===== config.mk =====
export PLATFORM = sky130hd
export DESIGN_NAME = pixel_colour_gen
export DESIGN_NICKNAME = d
export VERILOG_FILES = /design/src/rtl/pixel_colour_gen.sv
export SDC_FILE = /design/constraint.sdc
export NUM_CORES = 1
export LEC_CHECK = 0
export BUFFER_PORTS_ARGS = -buffer_cell sky130_fd_sc_hd__buf_2
export CORE_UTILIZATION = 29
export DETAILED_ROUTE_END_ITERATION = 10
export GPL_TIMING_DRIVEN = 0
export SYNTH_ARGS = -nofsm -noshare
export SYNTH_HDL_FRONTEND = slang
export SYNTH_SLANG_ARGS = --single-unit

===== constraint.sdc =====
create_clock -name vga_clk -period 1.8 [get_ports vga_clk]
set_input_delay 0.09 -clock vga_clk [delete_from_list [all_inputs] [get_ports vga_clk]]
set_output_delay 0.09 -clock vga_clk [all_outputs]
set_load 0.01 [all_outputs]

===== src/rtl/pixel_colour_gen.sv =====
// Pixel colour stage for the VGA text path: font bit to R/G/B with loadable colours,
// inversion and a configurable output pipeline. Define CURSOR_BLINK_EN to build the blinking cursor.
module pixel_colour_gen #(
    parameter int CW           = 3,
    parameter int DELAY        = 1,
    parameter int BLINK_FRAMES = 30
) (
    input  logic          vga_clk,
    input  logic          reset,
    input  logic          display_area,
    input  logic          serial_output,
    input  logic          frame_start,
    input  logic          cursor_here,
    input  logic          invert,
    input  logic          colour_we,
    input  logic [3*CW-1:0] fg_in,
    input  logic [3*CW-1:0] bg_in,
    output logic [CW-1:0] R,
    output logic [CW-1:0] G,
    output logic [CW-1:0] B,
    output logic          blank_out
);

    localparam int PW = 3 * CW;

    logic [PW-1:0] fg_reg;
    logic [PW-1:0] bg_reg;
    logic          cursor_term;
    logic          pix;
    logic [PW-1:0] colour_s1;

    logic [PW-1:0] colour_p [DELAY];
    logic          vld_p    [DELAY];

    function automatic logic [PW-1:0] select_colour(
        input logic          visible,
        input logic          bit_on,
        input logic [PW-1:0] fg,
        input logic [PW-1:0] bg
    );
        if (!visible)
            return '0;
        return bit_on ? fg : bg;
    endfunction

    always_ff @(posedge vga_clk or posedge reset) begin
        if (reset) begin
            fg_reg <= '1;
            bg_reg <= '0;
        end else if (colour_we) begin
            fg_reg <= fg_in;
            bg_reg <= bg_in;
        end
    end

`ifdef CURSOR_BLINK_EN
    localparam logic [7:0] CNT_MAX = 8'(BLINK_FRAMES - 1);

    logic [7:0] blink_cnt;
    logic       blink_phase;

    // Frame counter; frame_start is level-counted, so a held strobe counts every cycle.
    always_ff @(posedge vga_clk or posedge reset) begin
        if (reset) begin
            blink_cnt   <= 8'd0;
            blink_phase <= 1'b0;
        end else if (frame_start) begin
            if (blink_cnt == CNT_MAX) begin
                blink_cnt   <= 8'd0;
                blink_phase <= ~blink_phase;
            end else begin
                blink_cnt <= blink_cnt + 8'd1;
            end
        end
    end

    assign cursor_term = cursor_here & blink_phase;
`else
    logic unused_cursor_inputs;
    assign unused_cursor_inputs = cursor_here ^ frame_start;
    assign cursor_term          = 1'b0;
`endif

    always_comb begin
        pix       = serial_output ^ invert ^ cursor_term;
        colour_s1 = select_colour(display_area, pix, fg_reg, bg_reg);
    end

    // Stage p0 samples the pixel; stages p1..p(DELAY-1) only delay colour and display_area together.
    always_ff @(posedge vga_clk or posedge reset) begin
        if (reset) begin
            for (int i = 0; i < DELAY; i++) begin
                colour_p[i] <= '0;
                vld_p[i]    <= 1'b0;
            end
        end else begin
            colour_p[0] <= colour_s1;
            vld_p[0]    <= display_area;
            for (int i = 1; i < DELAY; i++) begin
                colour_p[i] <= colour_p[i-1];
                vld_p[i]    <= vld_p[i-1];
            end
        end
    end

    assign R         = colour_p[DELAY-1][PW-1:2*CW];
    assign G         = colour_p[DELAY-1][2*CW-1:CW];
    assign B         = colour_p[DELAY-1][CW-1:0];
    assign blank_out = vld_p[DELAY-1];

endmodule


==> metrics.txt, run 1 <==
Worst Slack Setup Final 0.598 ns; Slew headroom 31.8%; Gate Count Post-Synth 79; clock power share 34.5%; DRC viols 0; Starting Density 30.6%; setup violators final 0; Mean Syn Cell Area 14.4 µm²; GR Overflow Total 0; DRT Pass-1 Iters 3; Worst Reg-to-Reg Cells 2; ant diodes 0; FMAX 0.832 GHz; sequential share of power 51.8%; r2r startpoint fg_reg[5]$_DFFE_PP1P_; vias per cell 4.29; detailed placer's ending HPWL 1.43 mm; die footprint 4170 µm²; FF+latch area 712 µm²; area of the multi-input gates 388 µm²; Chip Width 64.6 µm; IO Pins 36; Hold Fails Final Rpt 0; WS Path Type input pin to flip-flop; Finished Layout Cells 164; worst slew pin tran 1.02 ns; # fillers 383; Wirelength per Cell 12.3 µm; Setup Skew 0.00285 ns; status finished clean; fraction of layout instances using a drive strength above 1 58.6%; largest net degree at the start of global routing 29; Routed Antenna Nets 0; CP Launch Type input pin; Setup Buffers After CTS 0; reg-to-reg slack, setup 1.00 ns; Clock Sinks 28; Max Root-Sink Buffers 2; GPL Wtd Cong 0.634; total of max-cap violations 0; I/O Buffers 32; Setup TNS 0 ns; Layout area overhead 26.5%; commonest non-fill, non-tap cell in the layout buf_2; Leakage Power 0.699 nW; CP Capture Type flip-flop; H-tree levels 1; first-pass GRT wire length 3.34 mm; Critical Path End colour_p[5]$_DFF_PP0_; DR iter-0 viols 13; Worst Path Max Fanout 10; synthesized cell area 1140 µm²; Worst Hold Class input pin to async pin; clock-pin slew on the worst setup and hold paths 0.09 ns; Setup crit start display_area; initial antenna violation count 0; Seq/Total Area, Yosys 62.7%; YS warnings 0; Distinct cells, synth 9; most frequent cells in the layout buf_2, dfrtp_1, mux2_2, nand2_1; Switch Pwr 0.000304 W; Max VDD drop 0.279 mV; Cell Rows 22; core region area 3720 µm²; Routed WL 2.02 mm; dpl cells 159; Resized cells post-CTS 0; Gate power share 13.7%; nets@finish 143; Mapped Nets 105; die height 64.6 µm; Sw Share 21.5%; reg2reg end colour_p[5]$_DFF_PP0_; Required @ worst endpoint 1.99 ns; #FFs+latches synth 28; Slew Limit Fails 0; WP data arrival 1.39 ns; fin crit share 66.8%; unrepaired setup endpoints after global routing false; Num CTS Buffers 3; total track usage 11.0%; Worst-Skew Late Latency 0.27 ns; vias after detailed routing 704; dpl ws 0.743 ns; TritonCTS clock tree done; Root Buffer clkbuf_8; Cell Pwr Density 982 nW/µm²; fin crit period 1.20 ns; vias in the first global route 736; internal power 0.00111 W
logic make-up (layout without fill, tap and decap cells):
family / Yosys count / after routing / synth area share, %
simple gates: 18 / 18 / 5.95
flops: 28 / 28 / 62.7
mux: 27 / 27 / 25.8
xor+xnor: 1 / 1 / 2.42
buf+inv: 5 / 42 / 3.19
power groups by stage:
stage / Combinational (W) / Sequential, W / Clock [W]
after detailed placement: 0.000196 / 0.000746 / 0
after floorplan: 0.000112 / 0.000753 / 0
final: 0.000193 / 0.000732 / 0.000487
after CTS: 0.000198 / 0.000734 / 0.000502
after global routing: 0.000213 / 0.000741 / 0.000519
after global placement: 0.000191 / 0.000742 / 0
synthesized netlist by cell type:
cell     instances  area share [%]
nand2_1         18             5.9
mux2i_1          9             7.9
buf_6            2             2.0
xnor2_4          1             2.4
dfrtp_1         19              42
buf_2            2            0.88
dfstp_2          9              21
inv_1            1            0.33
mux2_2          18              18
worst min path at each step:
stage	startpoint	end	depth (start not counted)	slack, ns
after floorplan	display_area	blank_out$_DFF_PP0_	0	0.12
after global placement	display_area	blank_out$_DFF_PP0_	1	0.21
after detailed placement	display_area	blank_out$_DFF_PP0_	1	0.22
after CTS	fg_in[6]	fg_reg[6]$_DFFE_PP1P_	2	0.04
after global routing	fg_in[6]	fg_reg[6]$_DFFE_PP1P_	2	0.04
final	reset	colour_p[8]$_DFF_PP0_	2	0.05
routing by layer:
| metal | global-route usage [%] | up-vias | share of wire [%] |
|---|---|---|---|
| li1 | - | 336 | - |
| met1 | 12.2 | 346 | 42 |
| met2 | 19.7 | 20 | 52 |
| met3 | 1.58 | 2 | 4.3 |
| met4 | 6.67 | 0 | 1.3 |
| met5 | 0 | - | 0 |
repair_timing:
action / CTS / global route
hold buffers: 1 / 0
hold endpoints to repair: 1 / 0
endpoints found under the setup margin: 0 / 0
worst max-delay path, cell delays in order:
cell,delay [ns]
dlygate4sd3_1,0.52
buf_2,0.11
buf_2,0.20
buf_2,0.26
nand2_1,0.08
mux2i_1,0.14
per-stage QoR:
stage	hold slack (ns)	cell area, µm²	util [%]	power (W)
finish	0.0452	1440	38.7	0.00141
CTS	0.0399	1440	38.7	0.00143
detailed placement	0.218	1360	36.5	0.000942
global route	0.0379	1440	38.7	0.00147
global placement	0.212	1360	36.5	0.000934
floorplan	0.121	1140	-	0.000865
layout make-up:
class,count,share of cell area [%]
inverters,1,0.261
repair buffers,33,11.8
clock inverters,1,2.09
multi-input cells,46,27.0
flip-flops and latches,28,49.5
plain buffers,4,2.26
clock buffers,3,2.87
well taps,48,4.18
(Power assumes the default switching activity.)
==> run 2: changes to the inputs <==
==> constraint.sdc (replaced) <==
create_clock -name vga_clk -period 1.1 [get_ports vga_clk]
set_input_delay 0.055 -clock vga_clk [delete_from_list [all_inputs] [get_ports vga_clk]]
set_output_delay 0.055 -clock vga_clk [all_outputs]
set_load 0.01 [all_outputs]
==> run 2 against run 1 <==
Compared with the run above:
- critical endpoint is now B[0]
- critical path depth down 5
- worst setup slack worse by 0.35 ns
- critical path type is now flip-flop to output port
- highest routed layer unchanged
- clock power up 64%
==> metrics.txt, run 2 (same netlist as run 1, synthesis figures left out) <==
vias in the first global route 737; H-tree levels 1; Max VDD drop 0.458 mV; first-pass GRT wire length 3.35 mm; Max stage delay on crit path 0.39 ns; Worst-Skew Late Latency 0.27 ns; DR iter-0 viols 10; Clock Sinks 28; unrepaired setup endpoints after global routing false; Chip Width 64.6 µm; Setup Skew 0.00285 ns; fraction of layout instances using a drive strength above 1 58.6%; FMAX 1.17 GHz; Cell Rows 22; ant diodes 0; DRC viols 0; worst slew pin tran 1.02 ns; Leakage Power 0.699 nW; Worst Reg-to-Reg Cells 2; GPL Wtd Cong 0.634; Worst Path Max Fanout 1; clock-pin slew on the worst setup and hold paths 0.09 ns; Num CTS Buffers 3; worst path cell trace buf_2; fin crit share 77.6%; detailed placer's ending HPWL 1.43 mm; total track usage 11.0%; Slew Limit Fails 0; DP Area 1360 µm²; total of max-cap violations 0; CP Capture Type output port; I/O Buffers 32; status finished clean; Cell Pwr Density 1610 nW/µm²; Layout area overhead 26.5%; fin crit period 0.854 ns; Wirelength per Cell 12.3 µm; reg2reg end colour_p[5]$_DFF_PP0_; CP top delay family flip-flops; vias after detailed routing 707; Routed Antenna Nets 0; CP Depth 1; Hold Fails Final Rpt 0; r2r startpoint fg_reg[5]$_DFFE_PP1P_; commonest non-fill, non-tap cell in the layout buf_2; TritonCTS clock tree done; Routed WL 2.02 mm; vias per cell 4.31; CP Launch Type flip-flop; Max Root-Sink Buffers 2; WS Path Type flip-flop to output port; core region area 3720 µm²; CP max stage cell dfrtp_1; GR Overflow Total 0; Critical Path End B[0]; setup violators final 0; IO Pins 36; die height 64.6 µm; Root Buffer clkbuf_8; Setup TNS 0 ns; Starting Density 30.6%; crit path buf inv count 1; reg-to-reg slack, setup 0.30 ns; nets@finish 143; Resized cells post-CTS 0; Setup crit start colour_p[0]$_DFF_PP0_; initial antenna violation count 0; WP data arrival 0.80 ns; largest net degree at the start of global routing 29; most frequent cells in the layout buf_2, dfrtp_1, mux2_2, nand2_1; post-route cell area 1440 µm²; Worst Hold Class input pin to async pin; die footprint 4170 µm²; DRT Pass-1 Iters 3; Required @ worst endpoint 1.04 ns; Slew headroom 32.0%
[run 2: cell counts in the layout (fill, tap and decap cells not counted)]
No cell type changed its count.
[run 2: worst min-delay path by stage]
| stage | startpoint | endpoint | cells past startpoint |
|---|---|---|---|
| after CTS | fg_in[6] | fg_reg[6]$_DFFE_PP1P_ | 2 |
| after global routing | fg_in[6] | fg_reg[6]$_DFFE_PP1P_ | 2 |
| after floorplan | display_area | blank_out$_DFF_PP0_ | 0 |
| final | reset | colour_p[8]$_DFF_PP0_ | 2 |
| after global placement | display_area | blank_out$_DFF_PP0_ | 1 |
| after detailed placement | display_area | blank_out$_DFF_PP0_ | 1 |
[run 2: final cells by class]
type                    count  area [µm²]
repair buffers             33         170
multi-input cells          46         388
inverters                   1        3.75
well taps                  48        60.1
clock inverters             1        30.0
fillers                   383        2280
plain buffers               4        32.5
flip-flops and latches     28         712
clock buffers               3        41.3
[run 2: repair_timing]
action                                 CTS  global route
buffers inserted                         0             0
hold buffers                             1             0
endpoints found under the hold margin    1             0
[run 2: power breakdown]
part           switching, W  internal, W
Clock              0.000310     0.000487
Sequential        0.0000399      0.00116
Combinational      0.000148     0.000168
[run 2: per-layer routing]
layer	routed length (µm)	global-route usage [%]	vias to the layer above	share of wire, %
met3	89	1.58	2	4.4
li1	-	-	336	-
met1	846	12.3	349	42
met4	27	6.67	0	1.3
met5	0	0	-	0
met2	1060	19.7	20	52
[run 2: metrics by stage]
step / total power (W) / worst slack, ns / util [%] / hold slack, ns / cells
4_1_cts: 0.00235 / 0.220 / 38.7 / 0.00487 / 164
6_report: 0.00231 / 0.246 / 38.7 / 0.0102 / 164
3_3_place_gp: 0.00153 / 0.129 / 36.5 / 0.177 / 159
3_5_place_dp: 0.00154 / 0.0779 / 36.5 / 0.183 / 159
2_1_floorplan: 0.00142 / 0.356 / - / 0.0864 / 79
5_1_grt: 0.00241 / 0.210 / 38.7 / 0.00292 / 164
